==> src/rtl/ram8_if.sv <==
// ram8_if: write/read/clear bus of the eight-word register bank
interface ram8_if #(parameter int WIDTH = 16);
    logic [WIDTH-1:0] in;
    logic             load;
    logic [2:0]       address;
    logic             clear;
    logic [WIDTH-1:0] out;
    logic             busy;
    logic [7:0]       written;
    modport master (output in, load, address, clear, input out, busy, written);
    modport slave (input in, load, address, clear, output out, busy, written);
endinterface

==> src/rtl/ram8.sv <==
// ram8: eight-word register bank with demuxed load, written mask and sequenced clear
module ram8 #(parameter int WIDTH = 16) (
    input logic   clk,
    input logic   rst_n,
    ram8_if.slave bus
);
    typedef enum logic {IDLE, CLEAR} state_t;
    state_t           state_q, state_d;
    logic [2:0]       ptr_q, ptr_d;
    logic [WIDTH-1:0] mem_q [8];
    logic [WIDTH-1:0] mem_d [8];
    logic [7:0]       written_q, written_d;
    logic [7:0]       en;
    // clear outranks load, and nothing is accepted while clearing
    assign en = (state_q == IDLE && bus.load && !bus.clear) ? 8'(8'd1 << bus.address) : 8'd0;
    always_comb begin
        state_d   = state_q;
        ptr_d     = ptr_q;
        mem_d     = mem_q;
        written_d = written_q;
        if (state_q == IDLE) begin
            if (bus.clear) begin
                state_d = CLEAR;
                ptr_d   = 3'd0;
            end
            for (int k = 0; k < 8; k++) begin
                if (en[k]) begin
                    mem_d[k]     = bus.in;
                    written_d[k] = 1'b1;
                end
            end
        end else begin
            mem_d[ptr_q]     = '0;
            written_d[ptr_q] = 1'b0;
            ptr_d            = ptr_q + 3'd1;
            state_d          = (ptr_q == 3'd7) ? IDLE : CLEAR;
        end
    end
    always_ff @(posedge clk or negedge rst_n) begin
        if (!rst_n) begin
            state_q   <= IDLE;
            ptr_q     <= 3'd0;
            mem_q     <= '{default: '0};
            written_q <= 8'h00;
        end else begin
            state_q   <= state_d;
            ptr_q     <= ptr_d;
            mem_q     <= mem_d;
            written_q <= written_d;
        end
    end
    assign bus.out     = mem_q[bus.address];
    assign bus.busy    = (state_q == CLEAR);
    assign bus.written = written_q;
endmodule
==> src/flat_wrapper.sv <==
// flat-port wrapper written by rule: the top's interface ports become plain ports
module ram8_flat 
#(parameter int WIDTH = 16)
  (clk, rst_n, bus_in, bus_load, bus_address, bus_clear, bus_out, bus_busy, bus_written);
  ram8_if #(.WIDTH(WIDTH)) bus_i ();
  input logic clk;
  input logic rst_n;
  input wire logic [$bits(bus_i.in)-1:0] bus_in;
  input wire logic [$bits(bus_i.load)-1:0] bus_load;
  input wire logic [$bits(bus_i.address)-1:0] bus_address;
  input wire logic [$bits(bus_i.clear)-1:0] bus_clear;
  output wire logic [$bits(bus_i.out)-1:0] bus_out;
  output wire logic [$bits(bus_i.busy)-1:0] bus_busy;
  output wire logic [$bits(bus_i.written)-1:0] bus_written;
  assign bus_i.in = bus_in;
  assign bus_i.load = bus_load;
  assign bus_i.address = bus_address;
  assign bus_i.clear = bus_clear;
  assign bus_out = bus_i.out;
  assign bus_busy = bus_i.busy;
  assign bus_written = bus_i.written;
  ram8 #(.WIDTH(WIDTH)) u_core (.clk(clk), .rst_n(rst_n), .bus(bus_i));
endmodule
==> config.mk <==
export PLATFORM = sky130hd
export DESIGN_NAME = ram8_flat
export DESIGN_NICKNAME = d
export VERILOG_FILES = /design/src/rtl/ram8_if.sv /design/src/rtl/ram8.sv /design/src/flat_wrapper.sv
export SDC_FILE = /design/constraint.sdc
export NUM_CORES = 1
export LEC_CHECK = 0
export CAP_MARGIN = 40
export CORE_ASPECT_RATIO = 0.8
export CORE_MARGIN = 10
export CORE_UTILIZATION = 62
export CTS_CLUSTER_DIAMETER = 40
export CTS_CLUSTER_SIZE = 20
export DETAILED_ROUTE_END_ITERATION = 6
export PLACE_DENSITY = 0.83
export SYNTH_ARGS = -nofsm -noshare
export SYNTH_HDL_FRONTEND = slang
export SYNTH_SLANG_ARGS = --single-unit
export TNS_END_PERCENT = 1
==> constraint.sdc <==
create_clock -name clk -period 3.6 [get_ports clk]
set_clock_uncertainty 0.15 [all_clocks]
set_input_delay 0.9 -clock clk [delete_from_list [all_inputs] [get_ports clk]]
set_output_delay 0.9 -clock clk [all_outputs]
set_load 0.05 [all_outputs]
Word level (Yosys, flattened, before mapping):

Cells that the tools add are included.

* bits in registers: 140
* input bits: 23
* output and inout bits: 25

* $add $sub $neg: 1
* magnitude comparators: 5
* equality and inequality tests: 1
* shift operators: 1
* mux-type cells: 31
* bitwise operators: 7
* reduce and logical (&&, ||, !) cells: 14

Operators with widths (number)
* 2-to-1 mux 16 bit: 11
* AND 128 bit: 1
* 2-to-1 mux 128 bit: 1
* inverter 128 bit: 1
* binary-select mux 16 bit (select 3 bit): 1
* demux 16 bit (select 3 bit): 1
* nonzero test 2 bit: 9
* 2-to-1 mux 8 bit: 2
* 2-to-1 mux 1 bit: 12
* AND 8 bit: 1
* greater-or-equal comparator 4 bit, second input constant: 2
* inverter 3 -> 4 bit: 2
* inverter 8 bit: 1
* left shift 1 x 3 -> 8 bit, first input constant: 1
* 2-to-1 mux 3 bit: 2
* logical AND 1 bit: 4
* < comparator 3 x 4 -> 1 bit, second input constant: 1
* < comparator 4 x 1 -> 1 bit, second input constant: 1
* adder 3 x 1 -> 3 bit, second input constant: 1
* demux 1 bit (select 3 bit): 1
* == test 3 bit, second input constant: 1
* greater-or-equal comparator 3 x 1 -> 1 bit, second input constant: 1
* zero test 1 bit: 1
* inverter 1 bit: 1

Logic depth before layout (Yosys ltp):

Gate-level depths: netlist of run 1.

* depth after elaboration: 8
* gate-level depth with buffers: 6
* gate-level depth less buffers: 4

Worst setup path before layout of run 1:

OpenSTA, ideal clock, no wires.

* path type: input-to-output
* start: input bus_address[0]
* end: output bus_out[13]
* data arrival time: 2.786 ns
* slack: -0.236 ns
* cell stages on the path: 5
* cell sequence: buf_2 > buf_2 > nand2b_1 > o22ai_1 > a211oi_1

* word-level cells in the longest chain between the ends: 4

Ends and longest elaborated chain
* from (decl): line flat_wrapper.sv:10 `input wire logic [$bits(bus_i.address)-1:0] bus_address;`
* inverter 3 -> 4 bit (not written as such): line ram8.sv:52 `assign bus.out = mem_q[bus.address];`
* binary-select mux 16 bit (select 3 bit): line ram8.sv:52
* 2-to-1 mux 16 bit (not written as such) (2 in a row): line ram8.sv:52
* to (decl): line flat_wrapper.sv:12 `output wire logic [$bits(bus_i.out)-1:0] bus_out;`

No other way between the ends. The select of a mux whose other input is x is not followed.

Worst setup path in the final report of run 1:

* start: input bus_address[0]
* end: output bus_out[2]

Same word-level chain as after synthesis.

==> results of run 1 <==
[logic make-up (layout without fill, tap and decap cells)]
family                     count (synthesis)  after routing  synth area share (%)
buffers and inverters                     49            109                  3.44
and+or+nand+nor                          196            196                  13.5
muxes                                    164            164                  27.8
adders and majority gates                  2              2                 0.364
AOI/OAI and AO/OA                         38             38                  4.00
DFF                                      140            140                  50.9
[registers in the layout, summed over array words and instances, names as in the netlist]
register	count
u_core.mem_q	128
u_core.bus.written	8
u_core.ptr_q	3
u_core.bus.busy	1
[per-layer routing]
layer,vias to the layer above,share of wire (%),GRT usage [%]
met5,-,0,0
met3,36,8.9,8.33
met4,0,1.8,5.97
li1,2154,-,-
met1,2545,42,33.2
met2,253,47,37.5
[cell usage after synthesis, types with 5 or more instances]
master,n
dfrtp_1,140
nand2_1,132
mux2i_1,120
mux2_2,25
clkbuf_1,22
nand2b_1,21
mux4_2,19
buf_2,18
and3_1,13
o22ai_1,12
a211oi_1,8
nor2_1,8
a31o_1,7
buf_4,6
nand2_2,5
[what timing repair did]
action,CTS,global route
pin swaps,0,2
gates resized for setup,6,9
buffers inserted,0,1
endpoints found under the setup margin,6,15
[layout by cell type, fill, tap and decap left out, types with 2 or more instances in the layout]
cell / Yosys / layout
o22ai_2: 0 / 3
clkdlybuf4s50_1: 0 / 28
a31o_2: 4 / 4
clkbuf_16: 0 / 17
nand2b_1: 21 / 21
o21ai_0: 2 / 2
o22ai_1: 12 / 9
nor2_1: 8 / 8
a211oi_1: 8 / 2
nand4b_1: 3 / 3
nor2b_1: 4 / 4
buf_12: 0 / 10
nand2_1: 132 / 132
clkinv_2: 0 / 3
a21oi_1: 2 / 2
mux2i_1: 120 / 120
a31o_1: 7 / 7
nand2_2: 5 / 5
buf_4: 6 / 28
nand4bb_1: 3 / 3
bufinv_16: 0 / 5
ha_1: 2 / 2
clkinvlp_4: 0 / 4
mux4_2: 19 / 19
and3_1: 13 / 13
a211oi_2: 0 / 6
dfrtp_1: 140 / 140
buf_6: 1 / 8
mux2_2: 25 / 24
a21o_1: 2 / 2
[path summary, 6_finish.rpt]
kind | slack, ns | end
max | 0.0003 | bus_out[2]
min | 0.33 | u_core.mem_q[113]
max reg2reg | 0.95 | u_core.mem_q[58]
min reg2reg | 0.33 | u_core.bus.written[6]
max in group asynchronous | 2.14 | u_core.mem_q[78]
min in group clk | 0.33 | u_core.bus.written[6]
[worst register-to-register path, cell delays in order, from the launching register on]
cell and delay, ns:
dfrtp_1 0.38, buf_4 0.24, nor4bb_2 0.64, nand2_1 0.66, a31o_2 0.45
[power by group through the flow]
stage                     clock (W)  sequential [W]  combinational, W
final                       0.00190         0.00216           0.00178
after CTS                   0.00191         0.00214           0.00176
after global routing        0.00198         0.00219           0.00189
after global placement            0         0.00214           0.00162
after floorplan                   0         0.00220           0.00102
after detailed placement          0         0.00216           0.00173
[layout make-up]
class                           instances  area (µm²)  share of cell area, %
Clock buffer                           19         443                   5.31
Clock inverter                         12         195                   2.34
Timing Repair Buffer                   77         813                   9.75
Tap cell                              144         180                   2.16
Sequential cell                       140        3500                   42.0
Multi-Input combinational cell        400        3200                   38.4
Inverter                                1        3.75                 0.0450
[stage by stage]
step                instance area [µm²]  worst slack, ns  total power, W  instances
detailed placement                 7630          -0.0940         0.00389        761
global route                       8340          -0.0552         0.00606        793
CTS                                8290         0.000608         0.00581        792
finish                             8340         0.000256         0.00583        793
global placement                   7580          -0.0235         0.00376        757
floorplan                          6890           -0.211         0.00322        589
==> results.md, run 1 <==
- CTS root buf: clkbuf_16
- Logic pwr share: 30.4%
- Post-Syn Area: 0.00688 mm²
- Number of buffers on the longest clock path: 2
- Top FF cell, synth: dfrtp_1
- Max-slew headroom: 40.6%
- Final Hold Vio Count: 0
- Leak: 4.30 nW
- Max VDD drop: 0.473 mV
- N_diodes: 0
- Min Tclk post-route: 3.60 ns
- CP cell instances: clkdlybuf4s50_1 > buf_6 > nand2b_1 > o22ai_1 > a211oi_1 > buf_4 > buf_12
- WS Path Type: input port to primary output
- GPL Wtd Cong: 0.836
- Hold Worst Slack: 0.329 ns
- Synth-to-Final Area Change: 21.3%
- Total iterations of the first detailed-routing run: 5
- Most area-hungry cell type in the Yosys netlist: dfrtp_1
- Total power per unit cell area: 699 mW/mm²
- NumNets Final: 662
- Warnings, synthesis: 0
- Avg Vias per Cell: 6.29
- F_max: 278 MHz
- MaxCap Viol Count: 0
- GRT Residual Overflow: 0
- Crit-path max cell delay: 0.47 ns
- Drt drc: 0
- IO Port Bufs: 47
- Net Switching: 0.00201 W
- Period Utilization, post-route: 100%
- CORE AREA: 0.0108 mm²
- CP Launch Type: input port
- Synthesis-stage register bit count: 140
- Sw Ratio: 34.5%
- Post-DRT Antenna Nets: 0
- Max Transition Viols Final: 0
- Async set-reset flop share out of synthesis: 100%
- Iter 0 DRT Violations: 634
- Clock sinks: 140
- Worst R2R Path Depth: 4
- First-pass GRT wire length: 29,600 µm
- Post-Syn Nets: 614
- Initial antenna violation count: 1
- Via count: 4,988
- HP Class: input port to asynchronous set/reset pin
- H-tree depth: 4
- Post-layout util: 76.9%
- Share of cells above drive strength 1: 22.3%
- Drt total wl: 18,700 µm
- CP endpoint kind: primary output
- Reg power frac: 37.0%
- Clk pin slew, worst setup/hold paths: 0.06 ns
- Vias in the first global route: 5,334
- Seq/Total Area, Yosys: 50.9%
- Initial Util: 63.4%
- CTS tree: done
- Stages on the worst setup path: 7
- Post-route setup TNS: 0 ns
- EDFF count, synth: 0
- CP bufs+invs: 4
- Max FO, Critical Path: 9
- Ranking of synthesized cells by area: dfrtp_1 51%, mux2i_1 17%, nand2_1 7.2%
- Gr usage total: 24.6%
- Top cell type's share of synthesized area: 50.9%
- P_int: 0.00382 W
- CTS buffer count: 17
- Hold_buf cts: 0
- # fillers: 662
- Critical path arrival: 2.55 ns
- RR Startpoint: u_core.bus.busy
- Origin of the worst setup path: bus_address[0]
- Drt wl/cell: 23.6 µm
- Die H: 114 µm
- Mean Syn Cell Area: 11.7 µm²
- Worst-margin pin slew: 0.886 ns
- Clock latency on the worst-skew pair: 0.42 ns
- Mapped Cells: 589
- Placement Rows: 34
- Hpwl dp: 11,900 µm
- Run status: finished, final reports clean
- CP delay by family, top: buffers and inverters
- CP required: 2.55 ns
- Largest net degree at the start of global routing: 74
- Area of the die: 0.0157 mm²
- Clk pwr share: 32.5%
- Final setup viols: 0
- Io pins: 48
- Critical path's slowest cell: clkdlybuf4s50_1
- Die W: 138 µm
- Synth unique cells: 34
Power figures use the tool's default switching activity.
==> run 2, diff against run 1 <==
--- a/config.mk
+++ b/config.mk
@@ -13,6 +13,7 @@
 export CTS_CLUSTER_SIZE = 20
 export DETAILED_ROUTE_END_ITERATION = 6
 export PLACE_DENSITY = 0.83
+export SKIP_LAST_GASP = 1
 export SYNTH_ARGS = -nofsm -noshare
 export SYNTH_HDL_FRONTEND = slang
 export SYNTH_SLANG_ARGS = --single-unit
==> run 2 against run 1 <==
Net effect:
- setup slack gained 0.027 ns
- die area unchanged
- routed wire length rose by 1.5%
- worst hold slack got worse by 0.0016 ns
- sequential power hardly changed
- register-to-register slack barely moved
- combinational power barely moved
- utilization is essentially flat
- global-route usage about the same
- non-clock buffer count up 2
- cell count grew 0.25%
- largest power group unchanged
==> results.md, run 2 (synthesized netlist as in run 1, its figures left out) <==
- Run status: finished, final reports clean
- Total power per unit cell area: 700 mW/mm² (+0.18%)
- Die H: 114 µm (unchanged)
- Period Utilization, post-route: 99.2% (-0.76 points)
- Largest net degree at the start of global routing: 74 (unchanged)
- HP Class: input port to asynchronous set/reset pin
- Gr usage total: 24.6% (+0.047 points)
- Post-route setup TNS: 0 ns (unchanged)
- Unrepaired setup endpoints after global routing: false
- Share of cells above drive strength 1: 22.0% (-0.38 points)
- Max FO, Critical Path: 8 (-1)
- GPL Wtd Cong: 0.836 (unchanged)
- CTS tree: done
- Max-slew headroom: 42.2% (+1.6 points)
- WS Path Type: input port to primary output
- Clock latency on the worst-skew pair: 0.42 ns (about the same)
- Leak: 4.30 nW (about the same)
- N_diodes: 0 (unchanged)
- CORE AREA: 0.0108 mm² (unchanged)
- Hold Worst Slack: 0.328 ns (-0.00159 ns)
- Placed Area: 0.00763 mm² (unchanged)
- Clk pin slew, worst setup/hold paths: 0.06 ns (about the same)
- Final Hold Vio Count: 0 (unchanged)
- CTS root buf: clkbuf_16
- Max Transition Viols Final: 0 (unchanged)
- CP endpoint kind: primary output
- Drt wl/cell: 23.9 µm (+1.3%)
- Die W: 138 µm (unchanged)
- Io pins: 48 (unchanged)
- IO Port Bufs: 47 (unchanged)
- RR Startpoint: u_core.bus.busy
- Max reg flops: 128 (unchanged)
- Via count: 5,040 (+1.0%)
- Post-DRT Antenna Nets: 0 (unchanged)
- Origin of the worst setup path: bus_address[0]
- Initial antenna violation count: 1 (unchanged)
- Iter 0 DRT Violations: 654 (+3.2%)
- Avg Vias per Cell: 6.34 (+0.79%)
- Setup crit end: bus_out[8]
- Worst R2R Path Depth: 4 (unchanged)
- Min Tclk post-route: 3.57 ns (-0.0274 ns)
- MaxCap Viol Count: 0 (unchanged)
- Fin area: 0.00834 mm² (about the same)
- Hpwl dp: 11,900 µm (unchanged)
- Drt drc: 0 (unchanged)
- GRT Residual Overflow: 0 (unchanged)
- Max VDD drop: 0.470 mV (-0.70%)
- Placement Rows: 34 (unchanged)
- CTS buffer count: 17 (unchanged)
- CP Launch Type: input port
- Flop-to-flop setup slack: 0.96 ns (about the same)
- Critical path arrival: 2.52 ns (-0.03 ns)
- H-tree depth: 4 (unchanged)
- Clock sinks: 140 (unchanged)
- Total iterations of the first detailed-routing run: 7 (+2)
- Initial Util: 63.4% (unchanged)
- Most frequent cells in the layout: 140 x dfrtp_1, 132 x nand2_1, 120 x mux2i_1, 31 x buf_4, 28 x clkdlybuf4s50_1
- CP required: 2.55 ns (about the same)
- Register name with the most flops: u_core.mem_q
- Reg-to-Reg End: u_core.mem_q[58]
- First-pass GRT wire length: 29,700 µm (about the same)
- Drt total wl: 19,000 µm (+1.5%)
- Most common cell after layout, fill and taps aside: dfrtp_1
- Vias in the first global route: 5,325 (-0.17%)
- F_max: 280 MHz (+0.77%)
- NumNets Final: 664 (+0.30%)
- Final setup viols: 0 (unchanged)
- Worst-margin pin slew: 0.862 ns (-0.0239 ns)
- Area of the die: 0.0157 mm² (unchanged)
- # fillers: 663 (+0.15%)
- Synth-to-Final Area Change: 21.2% (about the same)
- Number of buffers on the longest clock path: 2 (unchanged)
==> run 2: worst min-delay path by stage <==
stage                          startpoint                    end  slack [ns]
global route        u_core.bus.written[7]  u_core.bus.written[7]        0.36
detailed placement  u_core.bus.written[2]  u_core.bus.written[2]        0.31
global placement    u_core.bus.written[5]  u_core.bus.written[5]        0.31
floorplan                u_core.mem_q[53]       u_core.mem_q[53]        0.32
finish                              rst_n       u_core.mem_q[49]        0.33
CTS                 u_core.bus.written[2]  u_core.bus.written[2]        0.33
==> run 2: worst max-delay path, cell delays in order <==
cell and delay [ns]:
clkdlybuf4s50_1 0.47, buf_6 0.15, mux4_2 0.52, mux2_2 0.29, buf_4 0.19
==> run 2: repair_timing <==
item                       CTS  global route
setup endpoints to repair    6            15
buffers inserted             0             2
gates cloned                 0             1
resized for setup            1             7
hold buffers                 0             0
==> run 2: area by class of cell <==
class	instances	area [µm²]	area share [%]
clock buffers	19	443	5.31
clock inverters	12	195	2.34
inverters	1	3.75	0.0450
multi-input cells	400	3180	38.1
flip-flops and latches	140	3500	42.0
well taps	144	180	2.16
repair buffers	79	838	10.1
==> run 2: layer usage <==
metal / GRT usage (%) / routed length [µm] / vias to the layer above
li1: - / - / 2161
met5: 0 / 0 / -
met1: 33.4 / 7970 / 2604
met4: 7.43 / 301 / 0
met2: 37.0 / 8950 / 249
met3: 8.16 / 1740 / 26
==> run 2: power breakdown <==
part | total (W) | internal (W) | leakage (nW) | switching (W)
clock | 0.00191 | 0.00124 | 0.301 | 0.000670
combinational | 0.00178 | 0.000662 | 2.08 | 0.00111
sequential | 0.00216 | 0.00192 | 1.92 | 0.000241
total | 0.00584 | 0.00382 | 4.30 | 0.00202
==> run 2: per-stage QoR <==
step | utilization, % | setup slack [ns] | power (W) | cells
detailed placement | 70.3 | -0.0940 | 0.00389 | 761
floorplan | - | -0.211 | 0.00322 | 589
global route | 76.9 | 0.000621 | 0.00606 | 795
finish | 76.9 | 0.0276 | 0.00584 | 795
global placement | 69.9 | -0.0235 | 0.00376 | 757
CTS | 76.2 | -0.0651 | 0.00581 | 792
